### src/rtl/huffman_gen.sv
// Framed symbol histogram followed by an iterative Huffman code builder.
// Each merge costs NSYM scan cycles plus one merge cycle; ties always resolve to the lowest slot.
module huffman_sym #(
    parameter int IW   = 3,
    parameter int LW   = 8,
    parameter int LENW = 4,
    parameter int SELF = 0
) (
    input  logic            clk,
    input  logic            reset,
    input  logic            clear,
    input  logic            init,
    input  logic            merge,
    input  logic [IW-1:0]   min1,
    input  logic [IW-1:0]   min2,
    output logic [LW-1:0]   code,
    output logic [LW-1:0]   code_nxt,
    output logic [LENW-1:0] len,
    output logic [LENW-1:0] len_nxt
);
    logic [IW-1:0] grp, grp_nxt;

    // grp is the slot whose tree currently contains this symbol
    always_comb begin
        code_nxt = code;
        len_nxt  = len;
        grp_nxt  = grp;
        if (merge) begin
            if (grp == min1) begin
                code_nxt = code | (LW'(1) << len);
                len_nxt  = len + 1'b1;
                grp_nxt  = min2;
            end else if (grp == min2) begin
                len_nxt  = len + 1'b1;
            end
        end
    end

    always_ff @(posedge clk) begin
        if (reset || clear) begin
            code <= '0;
            len  <= '0;
            grp  <= '0;
        end else if (init) begin
            code <= '0;
            len  <= '0;
            grp  <= IW'(SELF);
        end else begin
            code <= code_nxt;
            len  <= len_nxt;
            grp  <= grp_nxt;
        end
    end
endmodule

module huffman_gen #(
    parameter int NSYM = 6,
    parameter int DW   = 8,
    parameter int CW   = 8,
    parameter int LW   = 8
) (
    input  logic               clk,
    input  logic               reset,
    input  logic               gray_valid,
    input  logic [DW-1:0]      gray_data,
    input  logic               gray_last,
    output logic               in_ready,
    output logic               CNT_valid,
    output logic [NSYM*CW-1:0] CNT_bus,
    output logic               code_valid,
    output logic [NSYM*LW-1:0] HC_bus,
    output logic [NSYM*LW-1:0] M_bus,
    output logic               sym_err,
    output logic               cnt_sat
);
    localparam int IW   = $clog2(NSYM);
    localparam int AW   = $clog2(NSYM + 1);
    localparam int LENW = $clog2(LW + 1);
    localparam int WW   = CW + 1;

    typedef enum logic [2:0] {ACCEPT, PUBLISH, SCAN, MERGE, DONE} state_t;
    state_t state;

    logic [NSYM-1:0][CW-1:0]   cnt, cnt_nxt, cnt_out;
    logic [NSYM-1:0][LW-1:0]   hc_out, m_out, code_q, code_nxt;
    logic [NSYM-1:0][LENW-1:0] len_q, len_nxt;
    logic [NSYM-1:0][WW-1:0]   w;
    logic [NSYM-1:0]           active;
    logic                      err_q, sat_q, err_nxt, sat_nxt, degen;
    logic [AW-1:0]             act_cnt, nz;
    logic [IW-1:0]             scan_idx, min1, min2, sym_idx;
    logic                      m1v, m2v, sym_ok, latch_en;
    logic [WW-1:0]             m1w, m2w;
    logic [WW:0]               sum;

    assign CNT_bus = cnt_out;
    assign HC_bus  = hc_out;
    assign M_bus   = m_out;

    assign sym_ok  = (gray_data != '0) && (32'(gray_data) <= NSYM);
    assign sym_idx = IW'(gray_data - 1'b1);
    assign sum     = {1'b0, m1w} + {1'b0, m2w};
    // Codes are published from the merged values so code_valid lands in the DONE cycle
    assign latch_en = (state == MERGE && act_cnt == AW'(2)) || (state == DONE && degen);

    always_comb begin
        cnt_nxt = cnt;
        err_nxt = err_q;
        sat_nxt = sat_q;
        if (state == ACCEPT && gray_valid) begin
            if (!sym_ok)
                err_nxt = 1'b1;
            else if (cnt[sym_idx] == '1)
                sat_nxt = 1'b1;
            else
                cnt_nxt[sym_idx] = cnt[sym_idx] + 1'b1;
        end
    end

    always_comb begin
        nz = '0;
        for (int i = 0; i < NSYM; i++)
            nz = nz + AW'(cnt[i] != '0);
    end

    for (genvar g = 0; g < NSYM; g++) begin : g_sym
        huffman_sym #(.IW(IW), .LW(LW), .LENW(LENW), .SELF(g)) u_sym (
            .clk      (clk),
            .reset    (reset),
            .clear    (state == DONE),
            .init     (state == PUBLISH),
            .merge    (state == MERGE),
            .min1     (min1),
            .min2     (min2),
            .code     (code_q[g]),
            .code_nxt (code_nxt[g]),
            .len      (len_q[g]),
            .len_nxt  (len_nxt[g])
        );
    end

    always_ff @(posedge clk) begin
        if (reset) begin
            state      <= ACCEPT;
            in_ready   <= 1'b1;
            CNT_valid  <= 1'b0;
            code_valid <= 1'b0;
            cnt_out    <= '0;
            hc_out     <= '0;
            m_out      <= '0;
            sym_err    <= 1'b0;
            cnt_sat    <= 1'b0;
            cnt        <= '0;
            err_q      <= 1'b0;
            sat_q      <= 1'b0;
            active     <= '0;
            w          <= '0;
            act_cnt    <= '0;
            scan_idx   <= '0;
            min1       <= '0;
            min2       <= '0;
            m1v        <= 1'b0;
            m2v        <= 1'b0;
            m1w        <= '0;
            m2w        <= '0;
            degen      <= 1'b0;
        end else begin
            CNT_valid  <= 1'b0;
            code_valid <= latch_en;
            case (state)
                ACCEPT: begin
                    cnt   <= cnt_nxt;
                    err_q <= err_nxt;
                    sat_q <= sat_nxt;
                    if (gray_valid && gray_last) begin
                        cnt_out   <= cnt_nxt;
                        sym_err   <= err_nxt;
                        cnt_sat   <= sat_nxt;
                        CNT_valid <= 1'b1;
                        in_ready  <= 1'b0;
                        state     <= PUBLISH;
                    end
                end
                PUBLISH: begin
                    for (int i = 0; i < NSYM; i++) begin
                        active[i] <= (cnt[i] != '0);
                        w[i]      <= {1'b0, cnt[i]};
                    end
                    act_cnt  <= nz;
                    scan_idx <= '0;
                    m1v      <= 1'b0;
                    m2v      <= 1'b0;
                    if (nz <= AW'(1)) begin
                        degen <= 1'b1;
                        state <= DONE;
                    end else begin
                        state <= SCAN;
                    end
                end
                SCAN: begin
                    // strict compares keep the earlier (lower) slot on ties
                    if (active[scan_idx]) begin
                        if (!m1v || w[scan_idx] < m1w) begin
                            min2 <= min1;
                            m2w  <= m1w;
                            m2v  <= m1v;
                            min1 <= scan_idx;
                            m1w  <= w[scan_idx];
                            m1v  <= 1'b1;
                        end else if (!m2v || w[scan_idx] < m2w) begin
                            min2 <= scan_idx;
                            m2w  <= w[scan_idx];
                            m2v  <= 1'b1;
                        end
                    end
                    if (scan_idx == IW'(NSYM - 1))
                        state <= MERGE;
                    else
                        scan_idx <= scan_idx + 1'b1;
                end
                MERGE: begin
                    w[min2]      <= sum[WW] ? '1 : sum[WW-1:0];
                    active[min1] <= 1'b0;
                    act_cnt      <= act_cnt - 1'b1;
                    scan_idx     <= '0;
                    m1v          <= 1'b0;
                    m2v          <= 1'b0;
                    state        <= (act_cnt == AW'(2)) ? DONE : SCAN;
                end
                DONE: begin
                    cnt      <= '0;
                    err_q    <= 1'b0;
                    sat_q    <= 1'b0;
                    active   <= '0;
                    w        <= '0;
                    act_cnt  <= '0;
                    degen    <= 1'b0;
                    in_ready <= 1'b1;
                    state    <= ACCEPT;
                end
                default: state <= ACCEPT;
            endcase
            if (latch_en) begin
                for (int i = 0; i < NSYM; i++) begin
                    hc_out[i] <= code_nxt[i];
                    m_out[i]  <= degen ? {{(LW-1){1'b0}}, active[i]}
                                       : (LW'(1) << len_nxt[i]) - LW'(1);
                end
            end
        end
    end
endmodule

### config.mk
export PLATFORM = sky130hd
export DESIGN_NAME = huffman_gen
export DESIGN_NICKNAME = d
export VERILOG_FILES = /design/src/rtl/huffman_gen.sv
export SDC_FILE = /design/constraint.sdc
export NUM_CORES = 1
export LEC_CHECK = 0
export ABC_AREA = 1
export ABC_CLOCK_PERIOD_IN_PS = 6300
export BUFFER_PORTS_ARGS = -buffer_cell sky130_fd_sc_hd__buf_4
export CORE_MARGIN = 5
export CORE_UTILIZATION = 30
export DETAILED_ROUTE_END_ITERATION = 6
export HOLD_SLACK_MARGIN = 0.03
export PLACE_DENSITY = 0.49
export RECOVER_POWER = 50
export SETUP_SLACK_MARGIN = 0.05
export SLEW_MARGIN = 10
export SYNTH_ARGS = -nofsm -noshare
export SYNTH_HDL_FRONTEND = slang
export SYNTH_SLANG_ARGS = --single-unit
### constraint.sdc
create_clock -name clk -period 6.3 [get_ports clk]
set_input_delay 1.575 -clock clk [delete_from_list [all_inputs] [get_ports clk]]
set_output_delay 1.575 -clock clk [all_outputs]
set_load 0.01 [all_outputs]
**Word level (Yosys, flattened, before mapping)**

Index checks and enable logic that the tools add are counted.

- Flip-flop bits (word level): 385

- Reductions and logical operators: 56
- Shifts and indexed selects: 12
- Multiplexer cells: 103
- Eq/ne operators: 26
- $lt $le $gt $ge: 11
- $add $sub $neg: 22
- Bitwise operators: 9

Operators with widths:

| kind | count |
|---|---|
| $pmux W54 S3 | 1 |
| $mux W8 | 20 |
| $mux W48 | 3 |
| $pmux W48 S2 | 1 |
| $shl A1 B4 Y8 const A | 12 |
| $mux W4 | 18 |
| $reduce_bool A8 Y1 | 7 |
| $bwmux W54 | 1 |
| $bwmux W48 | 1 |
| $or A8 B8 Y8 | 6 |
| $sub A8 B1 Y8 const B | 6 |
| $mux W9 | 5 |
| $mux W3 | 13 |
| $eq A3 B3 Y1 | 12 |
| $reduce_and A2 Y1 | 16 |
| $bmux W9 S3 | 1 |
| $demux W9 S3 | 1 |
| $add A4 B1 Y4 const B | 6 |
| $bmux W8 S3 | 1 |
| $demux W8 S3 | 1 |
| $reduce_bool A2 Y1 | 10 |
| $lt A9 B9 Y1 | 2 |
| $mux W1 | 18 |
| $pmux W6 S3 | 1 |
| 35 further kinds | 76 |

**Longest topological paths before layout**

- Depth after elaboration: 10
- Depth in mapped cells: 22

**Hierarchy**

A second synthesis with hierarchy kept.

- Cell total of the unflattened synthesis: 3164
- Area, all modules: 20932.6 µm²

Modules (own cells, without submodules):

| module | area each (µm²) | cells an instance | times used | sequential area each (µm²) |
|---|---|---|---|---|
| huffman_gen | 15378.5 | 2331 | 1 | 5905.7 |
| huffman_sym at g_sym[3].u_sym | 1041.0 | 149 | 1 | 300.3 |
| huffman_sym at g_sym[5].u_sym | 975.9 | 148 | 1 | 300.3 |
| huffman_sym at g_sym[2].u_sym | 960.9 | 145 | 1 | 300.3 |
| huffman_sym at g_sym[1].u_sym | 895.9 | 139 | 1 | 300.3 |
| huffman_sym at g_sym[4].u_sym | 864.6 | 131 | 1 | 300.3 |
| huffman_sym at g_sym[0].u_sym | 815.8 | 121 | 1 | 300.3 |

**Least setup slack after synthesis**

OpenSTA, ideal clock, no wires.

- Path type: input port to flip-flop
- Start point: input gray_data[0]
- End point: register cnt_out (netlist bit CNT_bus[26])
- Stages: 17
- Arrival time: 3.872 ns
- Slack: 2.314 ns
- Data required time: 6.186 ns
- Library setup time: 0.114 ns
- Cell sequence: buf_6 > inv_4 > ha_1 > buf_4 > nor2_1 > nand2_1 > and3_1 > inv_2 > ha_1 > nand3_2 > inv_2 > nand2_8 > nand2_4 > buf_6 > o21ai_1 > o21bai_1 > inv_1

- Longest elaborated chain between the ends: 9
- Elaborated cells between the ends (all ways): 17

RTL lines:

| what | line | text |
|---|---|---|
| start: declaration | 65 | `input logic [DW-1:0] gray_data,` |
| branches (longest 7 deep; another with $add A8 B1 Y8) | - |  |
| $mux W48 * | 111 | `if (!sym_ok)` |
| $mux W48 * | 110 | `if (state == ACCEPT && gray_valid) begin` |
| end signal: assignment | 176 | `cnt_out <= cnt_nxt;` |
| end: declaration | 84 | `logic [NSYM-1:0][CW-1:0] cnt, cnt_nxt, cnt_out;` |

Every way passes the cells marked *. The select of a mux whose other input is x is not followed.
A chain may end at the register's enable or synchronous reset.

==> out/qor.txt <==
setup TNS - 0 ns
Sw Pwr - 1.32 mW
syn_area_per_cell - 7.27 um^2
Final GP Congestion - 0.904
Final min period - 4.81 ns
Levels on crit path - 5
most frequent cells after synthesis - nand2_1 (607), dfxtp_1 (385), inv_1 (308)
outcome - finished, violations left
Setup crit start - reset
post-route ant nets - 0
combinational share of power - 5.0%
final number of hold-violating endpoints - 0
CTS sink cnt - 385
die area - 0.0710 mm^2
Clk pwr share - 49.6%
Post-CTS Setup Inserts - 0
Max Buffers Root-to-Sink - 3
Initial Util - 30.1%
reg2reg setup slack - 1.57 ns
measured slew at the worst slew-check pin - 2.37 ns
cell count after synthesis - 2715
Area Growth Syn to Fin - 13.5%
Post-synth EDFFs - 0
dpl hpwl - 45600 um
Crit. End Element - flip-flop
worst reg2reg path depth - 10
switch share - 23.8%
area leader, netlist - dfxtp_1
worst-path maximum fanout - 75
Hold WC Path Type - reg -> reg
Int Pwr - 4.22 mW
vias - 18.0k
WS Path Type - in -> reg
Power Total - 5.54 mW
Reg power frac - 45.4%
Leak - 9.38 nW
share of layout cells above drive strength 1 - 8.81%
Critical Path End - M_bus[34]$_SDFFE_PP0P_
Clk Tree Root Cell - clkbuf_16
placed cell count - 3623
sequential share of the synthesized area - 39.1%
NumNets Final - 2897
Ys Warns - 0
Power per Cell Area - 247 mW/mm^2
Slew headroom - -58.9%
count of final setup violators - 0
Layout Cells excl Fill - 3701
number of global-route vias before repair - 17.5k
GR Util All Layers - 17.4%
hold buffers post-CTS - 0
critical path's top delay family - simple AND/OR/NAND/NOR gates
largest net degree at the start of global routing - 97
Cell Rows - 94
die width - 266 um
first-pass GRT wire length - 100000 um
worst r2r src - state[0]$_SDFFE_PP0P_
RSZ-0062 raised after global routing - false
DRT iter0 DRCs - 1312
reg-to-reg endpoint - M_bus[34]$_SDFFE_PP0P_
Post-Syn Area - 0.0197 mm^2
Main synth FF type - dfxtp_1
worst endpoint required time - 6.81 ns
input/output buffers - 160
CTS resizes - 0
Tcrit/Tclk final - 76.3%
CTS tree - yes
Clock Latency Late Sink - 0.59 ns
CP Launch Type - primary input
crit-path max cell delay - 1.88 ns
CORE AREA - 0.0655 mm^2
CTS Buf Count - 45
Worst EP arrival - 5.31 ns
H-tree levels - 2
Antenna Cells - 0
Async SR Flop Fraction - 0%
Seq cells post-synth - 385
Layout Skew - 0.0256 ns
Residual DRC - 0
Detailed Routing Iterations Pass 1 - 5
Avg WL per Cell - 17.2 um
Yosys top cell area share - 39.1%
Synth cell types - 61
Detailed Route WL - 63700 um
Net Count, Synth - 2806
slowest library cell on the worst path - nor2_1
Max VDD drop - 227 uV
CP bufs+invs - 2
count leader, synth - nand2_1
global route overflow - 0
die height - 266 um
initial antenna violation count - 0
Slew Viols, Final - 215
largest cells by area after synthesis - dfxtp_1 (39%), nand2_1 (12%), o21ai_0 (7.4%)
Vias/cell - 4.86
Clock transition at path regs - 0.06 ns
Max-cap violations - 4
CP Cell Sequence - buf_4 > nor2_1 > clkbuf_2 > nand2_1 > o21ai_1
FMAX - 0.208 GHz
failing checks - capacitance limit, slew limit
# IOs - 161
[power by group through the flow]
| stage | logic [mW] | registers, mW | clock network [mW] |
|---|---|---|---|
| global placement | 0.293 | 2.57 | 0 |
| global route | 0.315 | 2.52 | 2.92 |
| CTS | 0.299 | 2.51 | 2.83 |
| detailed placement | 0.298 | 2.57 | 0 |
| floorplan | 0.192 | 2.57 | 0 |
| finish | 0.277 | 2.51 | 2.74 |
[logic make-up (layout without fill, tap and decap cells)]
logic type	count (synthesis)	in the layout	synth area share, %
AND/OR/NAND/NOR	1075	1075	24.1
AO/OA/AOI/OAI	668	668	20.1
buffers and inverters	477	599	10.1
flip-flops	385	385	39.1
adder cells (fa/ha/maj)	79	79	5.16
XOR/XNOR	28	28	1.34
multiplexers	3	3	0.152
[flip-flops by register name, indices dropped and copies added (netlist names), 3 cells and up]
register and flops:
m1w 9, min2 3, g_sym.u_sym.code 48, HC_bus 48, state 3, g_sym.u_sym.grp 18
act_cnt 3, w 54, M_bus 48, cnt 48, min1 3, m2w 9
CNT_bus 48, active 6, g_sym.u_sym.len 24, scan_idx 3
[area by class of cell]
cell class              count  area (um^2)
repair buffers            176          753
flip-flops and latches    385         7710
fillers                  7063        43100
clock buffers              62         1270
well taps                 864         1080
multi-input cells        1853        10000
clock inverters            16          260
inverters                 345         1300
[worst min path at each step]
stage,depth (start not counted),to,startpoint
after floorplan,2,active[2]$_SDFFE_PP0P_,active[2]$_SDFFE_PP0P_
after CTS,2,M_bus[44]$_SDFFE_PP0P_,M_bus[44]$_SDFFE_PP0P_
after detailed placement,2,M_bus[44]$_SDFFE_PP0P_,M_bus[44]$_SDFFE_PP0P_
after global routing,2,HC_bus[0]$_SDFFE_PP0P_,HC_bus[0]$_SDFFE_PP0P_
final,2,M_bus[44]$_SDFFE_PP0P_,M_bus[44]$_SDFFE_PP0P_
after global placement,2,in_ready$_SDFFE_PP1P_,in_ready$_SDFFE_PP1P_
[metal layers]
metal  GRT usage (%)  routed length [um]  vias up
li1                -                   -     9094
met1            23.3               29500     8377
met2            29.4               29700      413
met3            2.37                2740       95
met4            4.84                1760        0
met5               0                   0        -
[worst min-delay path: cells and delay by family (launching register included)]
kind	cells	cell delay [ns]
AND/OR/NAND/NOR	2	0.10
flip-flops	1	0.31
[metrics by stage]
step           worst slack (ns)  hold slack [ns]  utilization, %  instance area (um^2)
2_1_floorplan              2.31            0.444               -                 19700
3_3_place_gp               1.40            0.439            32.8                 21500
4_1_cts                    1.76            0.457            35.1                 23000
3_5_place_dp               1.35            0.446            32.8                 21500
6_report                   1.49            0.452            34.2                 22400
5_1_grt                   0.986            0.471            34.2                 22400
[cells in the final DEF (no fill, tap or decap), drive strengths merged, types with 2 or more instances in the layout]
| master | n |
|---|---|
| or2 | 6 |
| clkinv | 21 |
| a41o | 24 |
| a32oi | 8 |
| nor2 | 236 |
| mux2i | 3 |
| nand3b | 2 |
| bufinv | 6 |
| fa | 4 |
| nor4 | 8 |
| and3 | 3 |
| clkbuf | 214 |
| a221oi | 4 |
| o22ai | 5 |
| o21a | 9 |
| nand3 | 98 |
| o21bai | 35 |
| nand2 | 653 |
| o31ai | 3 |
| buf | 24 |
| a31oi | 48 |
| xor2 | 15 |
| o21ai | 342 |
| a31o | 24 |
| nand4 | 25 |
| a211oi | 9 |
| xnor2 | 13 |
| dfxtp | 385 |
| ha | 75 |
| o211ai | 27 |
| a21oi | 124 |
| nor3 | 42 |
| inv | 334 |
(Power assumes the default switching activity.)
